`src/rtl/twomux_rr_arbiter.sv`:
```
// Two-requester round-robin arbiter driving the select of a 2:1 mux.
// Tenures are capped at BURST beats while the other side waits.
module twomux_rr_arbiter #(
    parameter int BURST = 4,
    parameter int CNT_W = 3
) (
    input  logic             clk,
    input  logic             rst,
    input  logic             req_a,
    input  logic             req_b,
    output logic             gnt_a,
    output logic             gnt_b,
    output logic             s,
    output logic             busy,
    output logic [CNT_W-1:0] beat_cnt
);

    typedef enum logic [1:0] {
        IDLE    = 2'd0,
        GRANT_A = 2'd1,
        GRANT_B = 2'd2
    } state_t;

    localparam logic [CNT_W-1:0] BURST_C = CNT_W'(BURST);
    localparam logic [CNT_W-1:0] ONE_C   = CNT_W'(1);

    state_t           state_q;
    state_t           state_d;
    logic             last_b_q;
    logic             last_b_d;
    logic             s_d;
    logic [CNT_W-1:0] cnt_d;
    logic             burst_done;

    logic go_a;
    logic go_b;
    logic go_idle;
    logic restart;

    assign burst_done = (beat_cnt == BURST_C);

    // Decide which transition happens this edge.
    always_comb begin
        go_a    = 1'b0;
        go_b    = 1'b0;
        go_idle = 1'b0;
        restart = 1'b0;
        unique case (state_q)
            IDLE: begin
                unique case (1'b1)
                    req_a & ~req_b: go_a = 1'b1;
                    ~req_a & req_b: go_b = 1'b1;
                    req_a & req_b: begin
                        go_a = last_b_q;
                        go_b = ~last_b_q;
                    end
                    default: ;
                endcase
            end
            GRANT_A: begin
                unique case (1'b1)
                    ~req_a & req_b:               go_b    = 1'b1;
                    ~req_a & ~req_b:              go_idle = 1'b1;
                    req_a & req_b & burst_done:   go_b    = 1'b1;
                    req_a & ~req_b & burst_done:  restart = 1'b1;
                    default: ;
                endcase
            end
            GRANT_B: begin
                unique case (1'b1)
                    ~req_b & req_a:               go_a    = 1'b1;
                    ~req_b & ~req_a:              go_idle = 1'b1;
                    req_b & req_a & burst_done:   go_a    = 1'b1;
                    req_b & ~req_a & burst_done:  restart = 1'b1;
                    default: ;
                endcase
            end
            default: go_idle = 1'b1;
        endcase
    end

    // Apply the chosen transition to the next-state values.
    always_comb begin
        state_d  = state_q;
        last_b_d = last_b_q;
        s_d      = s;
        cnt_d    = beat_cnt;
        if (go_a) begin
            state_d  = GRANT_A;
            last_b_d = 1'b0;
            s_d      = 1'b0;
            cnt_d    = ONE_C;
        end else if (go_b) begin
            state_d  = GRANT_B;
            last_b_d = 1'b1;
            s_d      = 1'b1;
            cnt_d    = ONE_C;
        end else if (go_idle) begin
            state_d = IDLE;
            cnt_d   = '0;
        end else if (restart) begin
            cnt_d = ONE_C;
        end else if (state_q != IDLE) begin
            cnt_d = beat_cnt + ONE_C;
        end
    end

    always_ff @(posedge clk) begin
        if (rst) begin
            state_q  <= IDLE;
            last_b_q <= 1'b1;
            gnt_a    <= 1'b0;
            gnt_b    <= 1'b0;
            s        <= 1'b0;
            busy     <= 1'b0;
            beat_cnt <= '0;
        end else begin
            state_q  <= state_d;
            last_b_q <= last_b_d;
            gnt_a    <= (state_d == GRANT_A);
            gnt_b    <= (state_d == GRANT_B);
            s        <= s_d;
            busy     <= (state_d != IDLE);
            beat_cnt <= cnt_d;
        end
    end

endmodule

```
`config.mk`:
```
export PLATFORM = sky130hd
export DESIGN_NAME = twomux_rr_arbiter
export DESIGN_NICKNAME = d
export VERILOG_FILES = /design/src/rtl/twomux_rr_arbiter.sv
export SDC_FILE = /design/constraint.sdc
export NUM_CORES = 1
export LEC_CHECK = 0
export CAP_MARGIN = 20
export CORE_AREA = 2 2 39 41
export CTS_CLUSTER_SIZE = 25
export DETAILED_ROUTE_END_ITERATION = 10
export DIE_AREA = 0 0 41 43
export PLACE_DENSITY_LB_ADDON = 0.25
export SYNTH_ARGS = -nofsm -noshare
export SYNTH_HDL_FRONTEND = slang
export SYNTH_SLANG_ARGS = --single-unit
```
`constraint.sdc`:
```
create_clock -name clk -period 2.1 [get_ports clk]
set_clock_uncertainty 0.05 [all_clocks]
set_input_delay 0.21 -clock clk [delete_from_list [all_inputs] [get_ports clk]]
set_output_delay 0.21 -clock clk [all_outputs]
set_load 0.01 [all_outputs]
```
; ---- Yosys cells after proc, flatten, opt, wreduce, memory -nomap -nowiden
; Index checks and enable logic that the tools add are counted.
[word_totals]
ff_bits = 10
inputBits = 4
output_inout_bits = 7
elab_cells = 55
[classes]
addsub = 1
eq_ne = 5
mux = 21
bitwise = 10
reduce_logical = 10
[op_table]
columns = op, n
row1 = 2-to-1 mux 1 bit, 12
row2 = case mux 1 bit (2 select lines), 6
row3 = OR reduction 2 bit, 4
row4 = AND 1 bit, 7
row5 = 2-to-1 mux 2 bit, 3
row6 = nonzero test 2 bit, 3
row7 = nonzero test 5 bit, 1
row8 = OR reduction 5 bit, 1
row9 = == test 2 x 1 -> 1 bit (second input constant), 2
row10 = == test 2 bit (second input constant), 2
row11 = adder 3 x 1 -> 3 bit (second input constant), 1
row12 = == test 3 bit (second input constant), 1
row13 = NOT 1 bit, 3
row14 = zero test 2 bit, 1

; ---- Logic depth before layout (Yosys ltp)
[depth]
word_depth = 9
depth_mapped = 7
ltp_nobuf = 6

; ---- Worst setup path after synthesis
; Ideal clock, no wire load.
[synth_path]
path_type = register to register
start = register beat_cnt[0]
end = register gnt_a
setup_time_ps = 116
arrival_ps = 1466
required_time_ps = 1934
path_slack_ps = 467
path_stages_with_launch = 7
n_path_buf = 0
synth_period_minus_slack_ps = 1633
path_cell_list = dfxtp_1 inv_1 ha_1 a21bo_1 a22o_1 and3b_1 a41o_1
[synth_via]
elab_chain_cells = 8
elab_cells_between_ends = 11
cone_classes = eq/ne: 2 / mux: 6 / bitwise: 1 / reduce/logical: 2
[synth_rtl]
columns = element, line_no
row1 = "start, declared", 15  ; output logic [CNT_W-1:0] beat_cnt
row2 = "start signal, assigned", 124  ; beat_cnt <= cnt_d;
row3 = == test 3 bit *, 40  ; assign burst_done = (beat_cnt == BURST_C);
row4 = AND 1 bit *, "64, 73"
row5 = OR reduction 2 bit (no source line), --
row6 = 2-to-1 mux 1 bit, 61  ; unique case (1'b1)
row7 = case mux 1 bit (2 select lines), 48  ; unique case (state_q)
row8 = 2-to-1 mux 2 bit, 93  ; end else if (go_b) begin
row9 = 2-to-1 mux 2 bit *, 88  ; if (go_a) begin
row10 = == test 2 x 1 -> 1 bit *, 120  ; gnt_a <= (state_d == GRANT_A);
row11 = "end signal, assigned", 120
row12 = "end, declared", 11  ; output logic gnt_a,
; Every way passes the cells marked *; elsewhere a longest branch is shown, timed or not.
; A chain may end at the register's enable or synchronous reset.

; ---- Worst setup path in the final report
[layout_path]
start = register state_q[0]
end = register gnt_b
[layout_via]
elab_chain_cells = 7
elab_cells_between_ends = 11
cone_classes = eq/ne: 3 / mux: 6 / reduce/logical: 2
[layout_rtl]
columns = element, line_no
row1 = "start, declared", 27  ; state_t state_q;
row2 = "start signal, assigned", 118  ; state_q <= state_d;
row3 = == test 2 bit / == test 2 x 1 -> 1 bit (equally long branches), 48
row4 = OR reduction 2 bit (no source line), --
row5 = case mux 1 bit (2 select lines), 48
row6 = 2-to-1 mux 2 bit, 98  ; end else if (go_idle) begin
row7 = 2-to-1 mux 2 bit, 93
row8 = 2-to-1 mux 2 bit *, 88
row9 = == test 2 bit *, 121  ; gnt_b <= (state_d == GRANT_B);
row10 = "end signal, assigned", 121
row11 = "end, declared", 12  ; output logic gnt_b,
; Marked as above.

==> results.cfg <==
[die]
die_y_um = 43
io_pins = 11
rows = 14
core_area_mm2 = 0.00138
die-area_mm2 = 0.00176
start_util_pct = 41.0
die_w_um = 41

[routing]
routed_wl_um = 1140
post_drt_wl_per_cell_um = 12.3
final_antenna_net_count = 0
drt_pass1_iterations = 4
vias = 490
drcViolationCount = 0
first_iter_violations = 8
via_per_inst = 5.33

[worst_setup_path]
start_kind = flip-flop
r2r-end = gnt_b
reg2regPathDepth = 6
ff2ff_setup_slack_ns = 0.31
crit_path_end_kind = flip-flop
arrival_ns = 1.94
cp_cell_sequence = inv_1 > ha_1 > nor3b_1 > or3_1 > nand2b_1 > a21boi_1
slowest_stage = dfxtp_1
critPathKind = flip-flop to flip-flop
reg2reg_from = state_q[0]
max_stage_delay_ns = 0.40
required_ns = 2.25
crit_fanout = 5

[place]
place_area_um2 = 691
hpwl_um = 844
place_ws_ns = 0.236
finalWeightedCongestion = 0.832
io_buffers = 10

[synthesis]
synth_cell_types = 32
netlist_instances = 62
syn_nets = 71
ys_warn_count = 0
syn_area_um2 = 568
synthArstFlopShare_pct = 0
synth_edf_count = 0
avgSynthCellArea_um2 = 9.16
ys_seq_elements = 10
yosysSeqAreaShare_pct = 35.2
synth_ff_type = dfxtp_1

[finish]
design_area_um2 = 727
mostFrequentLayoutCells = 10 x dfxtp_1, 10 x clkdlybuf4s50_1, 6 x nor2_1, 5 x inv_1, 5 x ha_1
diodes = 0
drive_gt1_share_pct = 10.5
syn_to_final_growth_pct = 28.0
nNetsFinal = 86

[power]
power.leakage_nw = 0.305
internal-power_w = 0.000454
comb_power_share_pct = 36.6
power_density_mw_per_mm2 = 914
vdd_drop_max_v = 0.000495
power_frac_clock_pct = 27.0
switching_share_pct = 31.7
power_switching_w = 0.000211
power_frac_seq_pct = 36.4

[global_routing]
grt_pass1_wl_um = 1990
grt_pass1_vias = 493
track_usage_pct = 16.7
grt_overflow_total = 0
antenna_found_initial = 0
grt_max_degree = 10

[timing]
relSlewSlack_pct = 76.8
finalCritPeriodShare_pct = 85.1
fmax_ghz = 0.560
max_slew.worst_pin.slew_ns = 0.347
fin_crit_ns = 1.79
rsz0062_at_grt = false
setup_viol = 0
fin_ws_ns = 0.313
tns_ns = 0
finalMaxSlewViolations = 0
hold_viol_final = 0

[clock_network]
cts_buffers = 3
root_buffer = clkbuf_4
worstSkewPairLatency_ns = 0.27
cts_resized = 0
max-clock-path-buffers = 2
post-cts-setup-buffer-count = 0
htree_levels = 1
clkTransAtPathRegs_ns = 0.07
cts.sinks = 10
cts_hold_buf = 0
cts_tree = built

[worst_hold_path]
min_path_cells = 2
holdPathEnd = s
hp-start = s
hp-class = flip-flop to flip-flop

[run_status]
outcome = completed

[run]
cap_viol_max_count = 0
==> sequential cells by signal, indices dropped and copies added (netlist names) <==
| register | cells |
|---|---|
| beat_cnt | 3 |
| state_q | 2 |
| busy | 1 |
| gnt_a | 1 |
| gnt_b | 1 |
| last_b_q | 1 |
| s | 1 |
==> area by class of cell <==
cell class	instances	area [um2]
Fill cell	137	657
Multi-Input combinational cell	46	344
Sequential cell	10	200
Clock buffer	4	36.3
Tap cell	16	20.0
Inverter	5	18.8
Timing Repair Buffer	11	108
==> power groups by stage <==
stage / Combinational [W] / Sequential [W] / Clock (W)
finish: 0.000243 / 0.000242 / 0.000180
global route: 0.000274 / 0.000245 / 0.000190
CTS: 0.000244 / 0.000241 / 0.000183
detailed placement: 0.000242 / 0.000245 / 0
global placement: 0.000241 / 0.000245 / 0
floorplan: 0.000152 / 0.000252 / 0
==> layer usage <==
layer  vias up  share of wire (%)  track usage [%]
met4         0                2.6             10.0
met5         -                  0                0
met1       228                 48             21.7
li1        248                  -                -
met3         5                5.0             4.71
met2         9                 45             23.4
==> stage by stage <==
step | util (%) | hold slack (ns) | power (W) | instances
after CTS | 52.5 | 0.404 | 0.000669 | 92
final | 52.5 | 0.399 | 0.000664 | 92
after global placement | 49.9 | 0.381 | 0.000486 | 88
after global routing | 52.5 | 0.454 | 0.000709 | 92
after detailed placement | 49.9 | 0.392 | 0.000488 | 88
after floorplan | - | 0.229 | 0.000403 | 62
==> synth_stat cells, drive strengths merged (2+ instances only) <==
cell    instances  area share (%)
a21boi          5             6.6
and3b           2             3.3
nor3b           2             2.6
dfxtp          10              35
a21oi           3             2.6
o21a            2             2.6
inv             5             3.3
nor2            6             4.0
ha              5              11
nand2b          2             2.2
==> logic make-up after synthesis <==
kind of cell | count (synthesis) | share of synthesized area [%]
AO/OA/AOI/OAI | 19 | 25.5
AND/OR/NAND/NOR | 19 | 19.2
XOR/XNOR | 2 | 3.08
multiplexers | 1 | 1.76
buffers and inverters | 6 | 4.18
flip-flops | 10 | 35.2
adder cells (fa/ha/maj) | 5 | 11.0
==> critical path, delay by kind of cell, from the launching register on <==
kind	cells	cell delay, ns
AO/OA/AOI/OAI	1	0.15
adder cells (fa/ha/maj)	1	0.34
buffers and inverters	1	0.10
flip-flops	1	0.40
AND/OR/NAND/NOR	3	0.67
==> worst max-delay path by stage <==
stage / from / depth (start not counted) / slack [ns] / endpoint
floorplan: beat_cnt[0] / 6 / 0.47 / gnt_a
global placement: req_b / 5 / 0.28 / gnt_a
detailed placement: req_b / 5 / 0.24 / gnt_a
CTS: state_q[0] / 6 / 0.32 / gnt_b
global route: state_q[0] / 6 / 0.17 / gnt_b
finish: state_q[0] / 6 / 0.31 / gnt_b
No activity file was read; power rests on OpenSTA's default activity.
